`config.mk`:
```
export PLATFORM = sky130hd
export DESIGN_NAME = irq_controller
export DESIGN_NICKNAME = d
export VERILOG_FILES = /design/src/rtl/csr_pkg.sv /design/src/rtl/irq_prio_enc.sv /design/src/rtl/irq_controller.sv
export SDC_FILE = /design/constraint.sdc
export NUM_CORES = 1
export LEC_CHECK = 0
export CAP_MARGIN = 10
export CORE_MARGIN = 1
export CORE_UTILIZATION = 40
export CTS_CLUSTER_DIAMETER = 120
export DETAILED_ROUTE_END_ITERATION = 12
export PLACE_DENSITY = 0.9
export SETUP_SLACK_MARGIN = 0.15
export SLEW_MARGIN = 30
export SYNTH_ARGS = -nofsm -noshare
export SYNTH_HDL_FRONTEND = slang
export SYNTH_SLANG_ARGS = --single-unit
```
`constraint.sdc`:
```
create_clock -name clk_i -period 3.2 [get_ports clk_i]
set_clock_uncertainty 0.05 [all_clocks]
set_input_delay 0.48 -clock clk_i [delete_from_list [all_inputs] [get_ports clk_i]]
set_output_delay 0.48 -clock clk_i [all_outputs]
set_load 0.1 [all_outputs]
```
`src/rtl/csr_pkg.sv`:
```
// -----------------------------------------------------------------------------
// csr_pkg
// Shared types, constants and helpers for the machine-mode interrupt path.
//   irq_state_t     : controller FSM states
//   IRQ_NUM         : number of platform interrupt lines
//   IRQ_CAUSE_BASE  : mcause code of platform interrupt 0
//   MTVEC_DIRECT    : mtvec mode, all traps go to base
//   MTVEC_VECTORED  : mtvec mode, trap goes to base + 4*cause
// -----------------------------------------------------------------------------
package csr_pkg;

  localparam int         IRQ_NUM        = 16;
  localparam int         IRQ_CAUSE_BASE = 16;
  localparam logic [1:0] MTVEC_DIRECT   = 2'b00;
  localparam logic [1:0] MTVEC_VECTORED = 2'b01;

  typedef enum logic [1:0] {
    IDLE,
    TRAP,
    SERVICE,
    RETURN
  } irq_state_t;

  // Exception code of platform source idx (16..31 always fits in 5 bits).
  function automatic logic [4:0] irq_code(input logic [3:0] idx);
    return 5'(IRQ_CAUSE_BASE) + {1'b0, idx};
  endfunction

  // mcause for an interrupt: interrupt flag in bit 31, code in the low bits.
  function automatic logic [31:0] irq_mcause(input logic [3:0] idx);
    return {1'b1, 26'b0, irq_code(idx)};
  endfunction

  // Trap target. Only mode 01 is vectored; 00, 10 and 11 all behave as direct.
  // The add wraps naturally in 32 bits.
  function automatic logic [31:0] irq_vector(input logic [31:0] mtvec,
                                             input logic [3:0]  idx);
    logic [31:0] base;
    base = {mtvec[31:2], 2'b00};
    if (mtvec[1:0] == MTVEC_VECTORED) begin
      return base + {25'b0, irq_code(idx), 2'b00};
    end
    return base;
  endfunction

endpackage

```
`src/rtl/irq_prio_enc.sv`:
```
// -----------------------------------------------------------------------------
// irq_prio_enc
// Fixed-priority encoder: reports the lowest set bit of req (bit 0 wins).
//   req   : in  IRQ_NUM  request vector
//   valid : out 1        any request bit set
//   idx   : out 4        index of the lowest set bit (0 when valid=0)
// -----------------------------------------------------------------------------
module irq_prio_enc
  import csr_pkg::*;
(
  input  logic [IRQ_NUM-1:0] req,
  output logic               valid,
  output logic [3:0]         idx
);

  always_comb begin
    // NOTE: every output gets a default before the loop so no path leaves it
    // unassigned; otherwise a latch would be inferred.
    valid = |req;
    idx   = '0;
    // Scan from the top down so the last hit, the lowest index, wins.
    for (int i = IRQ_NUM - 1; i >= 0; i--) begin
      if (req[i]) idx = 4'(i);
    end
  end

endmodule

```
`src/rtl/irq_controller.sv`:
```
// -----------------------------------------------------------------------------
// irq_controller
// Edge-triggered machine-mode interrupt controller. Latches rising edges of
// the platform lines into a pending register, picks the highest-priority
// enabled source, raises a one-cycle trap with cause and vector target, and
// redirects fetch to mepc on mret. No nesting while a handler runs.
//   clk_i         : in  1   clock, rising edge
//   rst_i         : in  1   synchronous active-high reset
//   irq_i         : in  16  platform interrupt lines (rising-edge sensitive)
//   mie_i         : in  32  mie CSR; bit 16+k enables source k
//   mtvec_i       : in  32  mtvec CSR; [1:0] mode, [31:2] base
//   mepc_i        : in  32  mepc CSR; mret target
//   trap_ready_i  : in  1   core can take a trap this cycle
//   mret_i        : in  1   core executed mret this cycle
//   trap_o        : out 1   one-cycle trap pulse
//   mcause_o      : out 32  cause accompanying trap_o, else 0
//   pc_redirect_o : out 1   fetch redirect strobe
//   pc_target_o   : out 32  redirect target, else 0
//   irq_pending_o : out 16  pending register (mip read-back)
// -----------------------------------------------------------------------------
module irq_controller
  import csr_pkg::*;
(
  input  logic               clk_i,
  input  logic               rst_i,
  input  logic [IRQ_NUM-1:0] irq_i,
  input  logic [31:0]        mie_i,
  input  logic [31:0]        mtvec_i,
  input  logic [31:0]        mepc_i,
  input  logic               trap_ready_i,
  input  logic               mret_i,
  output logic               trap_o,
  output logic [31:0]        mcause_o,
  output logic               pc_redirect_o,
  output logic [31:0]        pc_target_o,
  output logic [IRQ_NUM-1:0] irq_pending_o
);

  irq_state_t         state;
  logic [IRQ_NUM-1:0] irq_q;
  logic [IRQ_NUM-1:0] pending;
  logic [IRQ_NUM-1:0] pending_next;
  logic [IRQ_NUM-1:0] rise;
  logic [IRQ_NUM-1:0] clr_mask;
  logic [IRQ_NUM-1:0] eligible;
  logic [3:0]         sel_idx;
  logic [3:0]         enc_idx;
  logic               enc_valid;
  logic               unused_mie;

  // Only the platform-interrupt enables are relevant here.
  assign unused_mie    = ^mie_i[15:0];

  assign irq_pending_o = pending;
  assign rise          = irq_i & ~irq_q;
  assign eligible      = pending & mie_i[31:16];

  irq_prio_enc u_prio_enc (
    .req   (eligible),
    .valid (enc_valid),
    .idx   (enc_idx)
  );

  // The serviced source is cleared as TRAP ends; a fresh edge on the same
  // line in that cycle re-sets it because the OR comes last.
  always_comb begin
    clr_mask = '0;
    if (state == TRAP) clr_mask[sel_idx] = 1'b1;
    pending_next = (pending & ~clr_mask) | rise;
  end

  // NOTE: all sequential state uses non-blocking assignments so every
  // register samples pre-edge values regardless of statement order.
  always_ff @(posedge clk_i) begin
    if (rst_i) begin
      state         <= IDLE;
      irq_q         <= '0;
      pending       <= '0;
      sel_idx       <= '0;
      trap_o        <= 1'b0;
      mcause_o      <= '0;
      pc_redirect_o <= 1'b0;
      pc_target_o   <= '0;
    end else begin
      irq_q         <= irq_i;
      pending       <= pending_next;
      // Outputs are pulses: default low, raised only on entry to TRAP/RETURN.
      trap_o        <= 1'b0;
      mcause_o      <= '0;
      pc_redirect_o <= 1'b0;
      pc_target_o   <= '0;
      case (state)
        IDLE: begin
          // mret outranks a new trap.
          if (mret_i) begin
            state         <= RETURN;
            pc_redirect_o <= 1'b1;
            pc_target_o   <= mepc_i;
          end else if (trap_ready_i && enc_valid) begin
            state         <= TRAP;
            sel_idx       <= enc_idx;
            trap_o        <= 1'b1;
            mcause_o      <= irq_mcause(enc_idx);
            pc_redirect_o <= 1'b1;
            pc_target_o   <= irq_vector(mtvec_i, enc_idx);
          end
        end
        TRAP:    state <= SERVICE;
        SERVICE: begin
          if (mret_i) begin
            state         <= RETURN;
            pc_redirect_o <= 1'b1;
            pc_target_o   <= mepc_i;
          end
        end
        RETURN:  state <= IDLE;
        default: state <= IDLE;
      endcase
    end
  end

endmodule
```
-- After elaboration in Yosys (flattened, before gate mapping)
Cells that the tools add are included.
- flip-flop bits (word level): 104
- input bits: 116
- logic and storage cells: 75
- add/subtract/negate cells: 2
- magnitude comparators: 2
- equal/unequal tests: 6
- multiplexer cells: 39
- bitwise logic cells: 9
- reductions and logical operators: 8
- operators with widths (operator ; count):
    two-way mux 32 bit ; 6
    two-way mux 4 bit ; 16
    one-hot mux 32 bit (2 select lines) ; 1
    AND 16 bit ; 3
    adder 32 x 7 -> 32 bit ; 1
    inverter 16 bit ; 2
    two-way mux 16 bit ; 1
    bitwise OR 16 bit ; 1
    OR reduction 16 bit ; 1
    two-way mux 1 bit ; 9
    one-hot mux 2 bit (4 select lines) ; 1
    two-way mux 2 bit ; 3
    adder 5 x 4 -> 5 bit (first input constant) ; 1
    less-than comparator 4 x 5 -> 1 bit (second input constant) ; 1
    demux 1 bit (select 4 bit) ; 1
    == test 2 x 1 -> 1 bit (second input constant) ; 2
    == test 2 bit (second input constant) ; 2
    greater-or-equal comparator 4 x 1 -> 1 bit (second input constant) ; 1
    OR reduction 4 bit ; 1
    inequality test 3 bit (second input constant) ; 1
    inverter 1 bit ; 3
    AND reduction 3 bit ; 1
    OR reduction 3 bit ; 1
    logical AND 1 bit ; 2
    4 further kinds ; 4

-- Depth between registers and ports, before layout
- depth after elaboration: 24
- mapped depth: 13
- gate-level depth less buffers: 13

-- Cells and area by module
A second synthesis with hierarchy kept.
- cell total of the unflattened synthesis: 443
- area total of the unflattened synthesis: 3798.6 um2
- by module, submodules not included (module ; times used ; cells an instance ; area each (um2)):
    irq_controller ; 1 ; 409 ; 3622.2
    irq_prio_enc ; 1 ; 34 ; 176.4

-- Worst setup path after synthesis
Ideal clock, no wire load.
- kind: flip-flop to flip-flop
- from: register pending[11] (netlist: irq_pending_o[11])
- to: register pc_target_o[30]
- setup time: 0.121 ns
- arrival time: 3.323 ns
- data required time: 3.029 ns
- setup slack: -0.294 ns
- cell stages (with the launch flop): 14
- buffers on the path: 0
- period minus slack after synthesis: 3.494 ns
- path through: dfxtp_1 nand2_1 a32o_1 o21ai_0 a41o_1 ha_1 inv_1 fa_1 nand3b_1 a31oi_1 nand4_1 nor2_1 xnor2_1 o21ai_0
- word-level cells in the longest chain between the ends: 20
- RTL lines (item ; line ; source):
    start: declaration ; irq_controller.sv:41 ; logic [IRQ_NUM-1:0] pending;
    start signal: assignment ; irq_controller.sv:86 ; pending <= pending_next;
    AND 16 bit ; irq_controller.sv:56 ; assign eligible = pending & mie_i[31:16];
    two-way mux 4 bit (12 in a row) ; irq_prio_enc.sv:23 ; if (req[i]) idx = 4'(i);
    net enc_idx[0] ; irq_controller.sv:47 ; logic [3:0] enc_idx;
    adder 5 x 4 -> 5 bit ; csr_pkg.sv:26 ; return 5'(IRQ_CAUSE_BASE) + {1'b0, idx};
    adder 32 x 7 -> 32 bit ; csr_pkg.sv:41 ; return base + {25'b0, irq_code(idx), 2'b00};
    two-way mux 32 bit ; csr_pkg.sv:40 ; if (mtvec[1:0] == MTVEC_VECTORED) begin
    two-way mux 32 bit ; csr_pkg.sv:43 ; return base;
    two-way mux 32 bit ; irq_controller.sv:99 ; end else if (trap_ready_i && enc_valid) begin
    two-way mux 32 bit ; irq_controller.sv:95 ; if (mret_i) begin
    one-hot mux 32 bit (2 select lines) ; irq_controller.sv:92 ; case (state)
    end signal: assignment ; irq_controller.sv:98 ; pc_target_o <= mepc_i;
    end signal: assignment ; irq_controller.sv:105 ; pc_target_o <= irq_vector(mtvec_i, enc_idx);
    end signal: assignment ; irq_controller.sv:113 ; pc_target_o <= mepc_i;
    end: declaration ; irq_controller.sv:35 ; output logic [31:0] pc_target_o,
The timed path passes the listed nets, and every way through them passes these cells. The select of a mux whose other input is x is not followed.
A chain may end at the register's enable or synchronous reset.

-- Worst setup path after layout
- from: input port mie_i[18]
- to: register pc_target_o[28]
- word-level cells in the longest chain between the ends: 11
- RTL lines (item ; line ; source):
    start: declaration ; irq_controller.sv:27 ; input logic [31:0] mie_i,
    AND 16 bit ; irq_controller.sv:56 ;
    two-way mux 4 bit (3 in a row) ; irq_prio_enc.sv:23 ;
    net enc_idx[0] ; irq_controller.sv:47 ;
    adder 5 x 4 -> 5 bit ; csr_pkg.sv:26 ;
    adder 32 x 7 -> 32 bit ; csr_pkg.sv:41 ;
    two-way mux 32 bit ; csr_pkg.sv:40 ;
    two-way mux 32 bit ; csr_pkg.sv:43 ;
    two-way mux 32 bit ; irq_controller.sv:99 ;
    two-way mux 32 bit ; irq_controller.sv:95 ;
    one-hot mux 32 bit (2 select lines) ; irq_controller.sv:92 ;
The timed path passes the listed nets, and every way through them passes these cells. The select of a mux whose other input is x is not followed.

==> summary.txt <==
Outcome
  • Status: completed

Worst hold path
  • Worst hold path class: flop to flop

Yosys
  • Top cell type's share of synthesized area: 40.3%
  • Main combinational cell family by area after synthesis: simple AND/OR/NAND/NOR gates
  • EDFF count, synth: 0
  • Post-synth top cells: dfxtp_1 (77), nand2_1 (53), a21oi_1 (28), o21ai_2 (28), buf_4 (27)
  • Post-synthesis mux area share: 1.05%
  • Synth Register Bits: 77
  • Synth Area in Compound Gates: 18.1%
  • Area of the mapped netlist: 3830 µm²
  • Share of flip-flops with an asynchronous set or reset: 0%
  • XOR/XNOR Fraction of Synth Area: 6.18%
  • Count leader, synth: dfxtp_1
  • Synth warnings: 0
  • Top post-synthesis cells by area: dfxtp_1 (40%), o21ai_2 (6.4%), buf_4 (5.3%)
  • Top_reg_cell synth: dfxtp_1
  • Seq/Total Area, Yosys: 40.3%
  • Synth Instances: 441
  • Syn Area/Cell: 8.68 µm²
  • Post-synth top area cell: dfxtp_1
  • Post-synthesis simple-gate area fraction: 22.2%
  • Post-Synth Adder-Cell Area: 2.81%
  • Synth unique cells: 46

Pwr
  • Pwr dens: 537 nW/µm²
  • Worst VDD drop: 0.000266 V
  • Tot Pwr: 3.16 mW
  • Leakage power: 2.44 nW

Route
  • DRT iter0 DRCs: 182
  • Vias per cell: 4.90
  • DRT Wirelength: 11100 µm
  • Post-DR wirelength/cell: 14.8 µm
  • Total iterations of the first detailed-routing run: 5
  • Post-DRT Antenna Nets: 0
  • Vias: 3683
  • Residual DRC count: 0

STA
  • Tcrit/Tclk final: 93.2%
  • Fin crit period: 2.98 ns
  • Setup ws final: 0.217 ns
  • Final Hold Vio Count: 0
  • Worst-Margin Slew: 0.990 ns
  • Worst hold slack: 0.432 ns
  • F_max: 335 MHz
  • Final setup viols: 0
  • Fin. max-slew vios: 0
  • Slew HR: 33.8%
  • RSZ-0062 raised after global routing: true

Placement
  • Pre-CTS setup slack: -0.527 ns
  • DP HPWL: 8540 µm
  • IO buf count: 155
  • RePlAce Congestion: 0.853

Die
  • Total I/O pin count: 198
  • Starting Density: 41.4%
  • Row Count: 35
  • Core Area: 9240 µm²
  • Die ar.: 9970 µm²
  • Die Width: 99.8 µm
  • Height of the die: 99.8 µm

Worst setup path
  • CP Launch Type: input pin
  • Reg-to-reg critical path endpoint: pc_target_o[28]
  • Reg2Reg Setup Slack: 0.22 ns
  • Crit. Startpoint: mie_i[18]
  • Req. time, crit path: 3.39 ns
  • Crit-path max FO: 5
  • Critical Path Sink: pc_target_o[28]
  • Reg2reg start: irq_pending_o[11]
  • Crit. End Element: flop
  • Arrival time at the worst endpoint: 3.17 ns
  • Worst setup path category: input pin to flop
  • Path depth of the worst reg2reg path: 15

Global route
  • Largest net degree at the start of global routing: 32
  • GRT Total Usage: 22.2%
  • Vias in the first global route: 3608
  • First-pass GRT wire length: 17500 µm
  • Initial antenna violation count: 0
  • Overflow after GRT: 0

Finish
  • Layout Area Growth over Synthesis: 53.7%
  • Register Area: 1560 µm²
  • Fill count: 737
  • Ratio of cells with drive above 1 in the final layout: 23.6%
  • Multi-input logic area: 2150 µm²
  • Final Core Density: 63.7%
  • Antenna cells: 0
  • Total Nets Final: 742

Clock tree
  • Clock root cell: clkbuf_8
  • CTS H-Tree Depth: 3
  • Cts bufs inserted: 9
  • Clock-pin slew on the worst setup and hold paths: 0.08 ns
  • Later-pin clock latency in the skew report: 0.35 ns
  • Sink Count: 77
  • CTS Buffer Depth: 2
  • CTS tree: done

Job
  • Max-cap check violation count: 0
==> how the worst min path moves through the flow <==
| stage | depth (start not counted) | start | slack [ns] | end |
|---|---|---|---|---|
| final | 2 | irq_q[13] | 0.43 | irq_pending_o[13] |
| after global routing | 2 | irq_q[13] | 0.46 | irq_pending_o[13] |
| after CTS | 2 | irq_q[13] | 0.44 | irq_pending_o[13] |
| after detailed placement | 2 | irq_q[8] | 0.42 | irq_pending_o[8] |
| after global placement | 2 | irq_q[13] | 0.41 | irq_pending_o[13] |
| after floorplan | 2 | irq_q[11] | 0.40 | irq_pending_o[11] |
==> cells by family after synthesis <==
family | after synthesis
muxes | 4
buffers and inverters | 60
other | 1
DFF | 77
and+or+nand+nor | 161
adders and majority gates | 8
xor gates and xnor gates | 27
AOI/OAI and AO/OA | 103
==> report_power, final <==
group	switching [mW]	internal (mW)	total [mW]
clock network	0.372	0.513	0.885
logic	0.835	0.363	1.20
registers	0.0441	1.04	1.08
==> metal layers <==
layer	global-route usage (%)	share of wire (%)	vias up
li1	-	-	1798
met1	26.0	40	1712
met2	39.4	52	140
met4	10.9	3.0	0
met3	3.76	4.7	33
met5	0	0	-
==> per-stage QoR <==
stage          std cells  instance area [µm²]  TNS [ns]
5_1_grt              752                 5880         0
6_report             752                 5880         0
3_3_place_gp         731                 5470     -4.44
2_1_floorplan        466                 3950         0
4_1_cts              749                 5760         0
3_5_place_dp         731                 5470     -6.80
==> layout by cell type (no fill, tap or decap), types with 6 or more instances in the layout <==
cell type / n
clkdlybuf4s50_1: 114
dfxtp_1: 63
buf_4: 57
nand2_1: 51
a21oi_1: 28
o21ai_2: 28
conb_1: 26
o21ai_0: 20
nand2b_1: 19
nor2b_1: 18
nor2_1: 18
inv_1: 18
xnor2_1: 14
dfxtp_2: 12
clkbuf_8: 10
nor3_1: 9
xor2_1: 8
a22oi_1: 7
nand3_1: 6
ha_1: 6
==> area by class of cell <==
class / count / area share (%)
multi-input combinational: 329 / 36.5
timing repair buffer: 182 / 28.9
sequential: 77 / 26.6
clock buffer: 12 / 2.83
tap: 129 / 2.74
clock inverter: 4 / 1.32
inverter: 19 / 1.21
==> sequential cells by signal, summed over array words and instances (netlist names) <==
signal / cells
irq_pending_o: 16
irq_q: 16
state: 2
pc_target_o: 32
pc_redirect_o: 1
sel_idx: 4
mcause_o: 6
==> worst max-delay path, stage by stage <==
cell             delay [ns]
clkdlybuf4s50_1        0.44
nand2_1                0.11
a32oi_1                0.10
a21oi_1                0.13
a41o_1                 0.19
ha_2                   0.21
inv_2                  0.04
fa_2                   0.33
nand3b_1               0.17
a31oi_1                0.20
buf_4                  0.17
nand4_1                0.11
buf_6                  0.18
nor2_4                 0.13
xnor2_2                0.12
o21ai_2                0.06
==> repair_timing <==
action | 4_1_cts | 5_1_grt
buffers inserted | 2 | 3
hold buffers | 0 | 0
pin swaps | 10 | 15
endpoints found under the hold margin | 0 | 0
resized for setup | 16 | 26
endpoints found under the setup margin | 16 | 26
(Power assumes the default switching activity.)
